--- src/rtl/jk_exciter.sv ---
// jk_exciter
//
// Write-side controller for an external bank of JK flip-flops. A target word
// is accepted over a valid/ready handshake. The block compares it with the
// bank's present state and computes per-bit J/K excitation. It issues a
// one-cycle strobe to the bank, waits for the bank to settle, then re-reads
// the bank to confirm the write. If the bank still disagrees with the target,
// the write is retried a bounded number of times. A one-cycle done pulse then
// reports success or error.
//
// Parameters
//   WIDTH       bits in the target word and in the JK bank
//   SETTLE_CYC  cycles waited after a strobe before q_fb is compared (>= 1)
//   MAX_RETRY   extra strobes allowed after the first before err (0..15)
//   DC_VAL      level driven on don't-care excitation inputs
//               (0 = set/reset style, 1 = toggle style)
//
// Ports
//   ck         in   1      clock, all state updates on the rising edge
//   rst_n      in   1      asynchronous active-low reset
//   in_valid   in   1      target word valid
//   in_ready   out  1      block can accept a word (high only while idle)
//   in_data    in   WIDTH  target word
//   q_fb       in   WIDTH  present state of the JK bank
//   j          out  WIDTH  J excitation, registered
//   k          out  WIDTH  K excitation, registered
//   jk_strobe  out  1      one-cycle enable for the JK bank
//   done       out  1      one-cycle completion pulse
//   err        out  1      qualified by done: 1 = bank never matched target
//   retries    out  4      strobes issued minus one for the last operation

module jk_exciter #(
    parameter int unsigned WIDTH      = 8,
    parameter int unsigned SETTLE_CYC = 1,
    parameter int unsigned MAX_RETRY  = 2,
    parameter bit          DC_VAL     = 1'b0
) (
    input  logic             ck,
    input  logic             rst_n,
    input  logic             in_valid,
    output logic             in_ready,
    input  logic [WIDTH-1:0] in_data,
    input  logic [WIDTH-1:0] q_fb,
    output logic [WIDTH-1:0] j,
    output logic [WIDTH-1:0] k,
    output logic             jk_strobe,
    output logic             done,
    output logic             err,
    output logic [3:0]       retries
);

    localparam int SCW = (SETTLE_CYC > 1) ? $clog2(SETTLE_CYC) : 1;

    typedef enum logic [2:0] {
        IDLE,
        DRIVE,
        SETTLE,
        CHECK,
        RESP
    } state_t;

    state_t           state;
    state_t           state_nx;
    logic [WIDTH-1:0] tgt;
    logic [WIDTH-1:0] tgt_nx;
    logic [WIDTH-1:0] j_nx;
    logic [WIDTH-1:0] k_nx;
    logic             strobe_nx;
    logic             done_nx;
    logic             err_nx;
    logic [3:0]       retries_nx;
    logic [SCW-1:0]   settle_cnt;
    logic [SCW-1:0]   settle_cnt_nx;

    // JK excitation table: a bit currently at 0 only needs J to pick its
    // next value, and a bit at 1 only needs K. The input that does not
    // matter is driven with DC_VAL.
    function automatic logic [WIDTH-1:0] excite_j(input logic [WIDTH-1:0] cur,
                                                   input logic [WIDTH-1:0] t);
        return (~cur & t) | (cur & {WIDTH{DC_VAL}});
    endfunction

    function automatic logic [WIDTH-1:0] excite_k(input logic [WIDTH-1:0] cur,
                                                   input logic [WIDTH-1:0] t);
        return (cur & ~t) | (~cur & {WIDTH{DC_VAL}});
    endfunction

    assign in_ready = (state == IDLE);

    // All outputs are registered. The next-state logic computes their next
    // values, so j/k/jk_strobe are non-zero only during the DRIVE cycle. The
    // excitation is always taken from the q_fb value present on the edge
    // that enters DRIVE.
    always_comb begin
        state_nx      = state;
        tgt_nx        = tgt;
        j_nx          = '0;
        k_nx          = '0;
        strobe_nx     = 1'b0;
        done_nx       = 1'b0;
        err_nx        = 1'b0;
        retries_nx    = retries;
        settle_cnt_nx = settle_cnt;

        case (state)
            IDLE: begin
                if (in_valid) begin
                    tgt_nx     = in_data;
                    retries_nx = 4'd0;
                    // A bank that already holds the target needs no strobe.
                    if (q_fb == in_data) begin
                        state_nx = CHECK;
                    end else begin
                        state_nx  = DRIVE;
                        j_nx      = excite_j(q_fb, in_data);
                        k_nx      = excite_k(q_fb, in_data);
                        strobe_nx = 1'b1;
                    end
                end
            end

            DRIVE: begin
                state_nx      = SETTLE;
                settle_cnt_nx = '0;
            end

            SETTLE: begin
                if (settle_cnt == SCW'(SETTLE_CYC - 1)) begin
                    state_nx = CHECK;
                end else begin
                    settle_cnt_nx = settle_cnt + SCW'(1);
                end
            end

            CHECK: begin
                if (q_fb == tgt) begin
                    state_nx = RESP;
                    done_nx  = 1'b1;
                end else if (retries < 4'(MAX_RETRY)) begin
                    // Recompute from the bank's current state, because a
                    // partial write may have changed some bits already.
                    retries_nx = retries + 4'd1;
                    state_nx   = DRIVE;
                    j_nx       = excite_j(q_fb, tgt);
                    k_nx       = excite_k(q_fb, tgt);
                    strobe_nx  = 1'b1;
                end else begin
                    state_nx = RESP;
                    done_nx  = 1'b1;
                    err_nx   = 1'b1;
                end
            end

            RESP: begin
                state_nx = IDLE;
            end

            default: begin
                state_nx = IDLE;
            end
        endcase
    end

    // Asserting reset aborts any operation in flight without a done pulse.
    always_ff @(posedge ck or negedge rst_n) begin
        if (!rst_n) begin
            state      <= IDLE;
            tgt        <= '0;
            j          <= '0;
            k          <= '0;
            jk_strobe  <= 1'b0;
            done       <= 1'b0;
            err        <= 1'b0;
            retries    <= 4'd0;
            settle_cnt <= '0;
        end else begin
            state      <= state_nx;
            tgt        <= tgt_nx;
            j          <= j_nx;
            k          <= k_nx;
            jk_strobe  <= strobe_nx;
            done       <= done_nx;
            err        <= err_nx;
            retries    <= retries_nx;
            settle_cnt <= settle_cnt_nx;
        end
    end

endmodule

--- config.mk ---
export PLATFORM = sky130hd
export DESIGN_NAME = jk_exciter
export DESIGN_NICKNAME = d
export VERILOG_FILES = /design/src/rtl/jk_exciter.sv
export SDC_FILE = /design/constraint.sdc
export NUM_CORES = 1
export LEC_CHECK = 0
export BUFFER_PORTS_ARGS = -buffer_cell sky130_fd_sc_hd__buf_2
export CORE_AREA = 3 3 80 52
export DETAILED_ROUTE_END_ITERATION = 7
export DIE_AREA = 0 0 83 55
export HOLD_SLACK_MARGIN = 0.1
export PLACE_DENSITY = 0.89
export SLEW_MARGIN = 20
export SYNTH_ARGS = -nofsm -noshare
export SYNTH_HDL_FRONTEND = slang
export SYNTH_SLANG_ARGS = --single-unit
--- constraint.sdc ---
create_clock -name ck -period 2.06 [get_ports ck]
set_input_delay 0.103 -clock ck [delete_from_list [all_inputs] [get_ports ck]]
set_output_delay 0.103 -clock ck [all_outputs]
set_load 0.02 [all_outputs]
==> out/metrics.cfg <==
[clocking]
clock_latency_ns = 0.28
cts_tree = built
clkTransAtPathRegs_ns = 0.07
clk_path_buf_depth = 2
cts.sinks = 34
postCtsSetupBuffers = 0
h-tree-depth = 2
clock_tree.root_cell = clkbuf_8
cts_buffers = 5

[route]
ant_nets = 0
first_iter_violations = 55
via_per_inst = 5.107
dr_total_vias = 1333
drc_errors = 0
totalWireLength_mm = 3.595
dr.pass1.iters = 4
routedWlPerCell_um = 13.77

[placement]
io_buffer_count = 42
preCtsSetupSlack_ns = 0.2332
place_area_um2 = 2073
gp_congestion = 0.7476
post-dp-hpwl_mm = 2.673

[synthesis]
synth_edf_count = 0
synth_cell_type_count = 28
ys_warn_count = 0
synth_xor_area_frac = 0
synth_top_family_by_area = adder cells
ys_seq_area_frac = 0.4648
synth_cells = 158
syn_nets = 210
avgSynthCellArea_um2 = 11.59
synth_flop_cell = dfrtp_1
muxShareOfSynthArea = 0.005468
ys_seq_elements = 34
yosys.area_share.simple = 0.08134
synth_area_um2 = 1831
synthArstFlopShare = 1.000
yosys.area_share.adder = 0.2256
synth_compound_area_frac = 0.1442

[sta]
period_share = 0.8993
finalClockSkew_ns = 0.005046
rsz0062_at_grt = false
fin_crit_ns = 1.853
setup_slack_ns = 0.2075
drv_slew = 0
fmax_ghz = 0.5398
hold_viol_final = 0
worst_slew_pin_slew_ns = 0.7411
setup_tns_ns = 0
relSlewSlack = 0.5059
setup_violations = 0

[floorplan]
num_rows = 17
die_area_um2 = 4565
die_h_um = 55
die_w_um = 83
coreArea_um2 = 3531
io_pins = 43
start_util = 0.5184

[setup_path]
crit_path_cell_trace = ha_1, nand4_1, o211a_1, a22o_1
worst_ep_arrival_time_ns = 2.02
critPathKind = flip-flop to flip-flop
required_ns = 2.23
cp_top_family = compound AO/OA/AOI/OAI gates
crit_path_end_kind = flip-flop
slowest_delay_ns = 0.52
cp_max_fo = 18
worst_path_max_delay_cell = o211a_1
start_kind = flip-flop
cp.buffers_inverters = 0

[power_and_ir_drop]
comb_power_share = 0.403
switchingPower_w = 0.001001
irDropWorstVdd_uv = 478.2
switching_share = 0.3890
internal_power_w = 0.001572
powerDensity_nw_per_um2 = 1141
p_leak_nw = 1.268
p_clk_frac = 0.193
total_power_w = 0.002573
pwr-share-seq = 0.404

[min_path]
hold_class = primary input to flip-flop

[global_routing]
grt_overflow = 0
grt_pass1_vias = 1261
grt_max_degree = 35
antenna_found_initial = 0
grt_util_all_layers = 0.1698
grt_pass1_wl_mm = 5.823

[run_status]
outcome = completed

[cells_and_area]
layout_commonest_cell = buf_2
final_cell_mix = buf_2, dfrtp_1, ha_1
layout-drive-gt1-share = 0.2523
layout.nets = 265
antenna_cells = 0
area_growth_pct = 23.17
design_area_um2 = 2255

[job]
drv_cap = 0

cells in the mapped netlist, types with 2 or more instances:
master	number	area, µm²
nor3_1	3	15.01
and2_1	2	12.51
inv_1	25	93.84
ha_1	33	412.9
and4_1	2	17.52
nand4_1	2	12.51
o211ai_1	2	15.01
dfrtp_1	34	850.8
a22o_1	17	148.9
nand2_1	9	33.78
o21ai_0	10	50.05
a211oi_1	2	15.01
buf_6	2	22.52
per-layer routing:
layer / vias to the layer above / track usage / wire (µm)
met3: 7 / 0.05030 / 204
met2: 39 / 0.2713 / 1587
met5: - / 0 / 0
met4: 0 / 0.07065 / 34
li1: 649 / - / -
met1: 638 / 0.2215 / 1769
worst paths after layout:
kind / startpoint / to / slack (ns) / cells after the start
setup / recovery: tgt[0]$_DFFE_PN0P_ / j[4]$_DFF_PN0_ / 0.21 / 4
hold / removal: in_valid / retries[1]$_DFFE_PN0P_ / 0.16 / 3
setup reg to reg: tgt[0]$_DFFE_PN0P_ / j[4]$_DFF_PN0_ / 0.21 / 4
hold reg to reg: retries[0]$_DFFE_PN0P_ / retries[0]$_DFFE_PN0P_ / 0.51 / 1
max in group asynchronous: rst_n / tgt[1]$_DFFE_PN0P_ / 1.16 / 2
min in group asynchronous: rst_n / j[2]$_DFF_PN0_ / 0.42 / 2
cell type report:
type,count,area [µm²]
clock buffer,7,86.33
clock inverter,1,5.005
fill,298,1276
inverter,25,93.84
multi-input combinational,94,844.6
sequential,34,850.8
tap,47,58.81
timing repair buffer,53,315.3
repair_timing:
| item | 4_1_cts | 5_1_grt |
|---|---|---|
| gates resized for setup | 0 | 0 |
| hold endpoints to repair | 42 | 0 |
| setup endpoints to repair | 0 | 0 |
| hold buffers | 9 | 0 |
registers in the layout (all words and copies together), names as in the netlist:
name / count
jk_strobe: 1
k: 8
tgt: 8
j: 8
err: 1
retries: 4
state: 3
done: 1
worst register-to-register path, stage by stage, from the launching register on:
cell and delay, ns:
dfrtp_1 0.38, ha_1 0.30, nand4_1 0.20, o211a_1 0.53, a22o_1 0.34
per-stage QoR:
stage | hold slack [ns] | utilization | cells
floorplan | -0.1926 | - | 158
global placement | 0.1965 | 0.5872 | 244
detailed placement | 0.2087 | 0.5872 | 244
CTS | 0.1494 | 0.6386 | 261
global route | 0.1696 | 0.6386 | 261
finish | 0.1586 | 0.6386 | 261
kinds of logic after synthesis:
group | Yosys count
buffers and inverters | 30
muxes | 1
adders and majority gates | 33
AOI/OAI and AO/OA | 35
and+or+nand+nor | 25
DFF | 34
power by group through the flow:
stage / Sequential, W / Clock (W) / Combinational (W)
after floorplan: 0.00117 / 0 / 0.000592
after global placement: 0.00104 / 0 / 0.000990
after detailed placement: 0.00105 / 0 / 0.00102
after CTS: 0.00104 / 0.000514 / 0.00105
after global routing: 0.00107 / 0.000536 / 0.00116
final: 0.00104 / 0.000498 / 0.00104
Power figures use the tool's default switching activity.
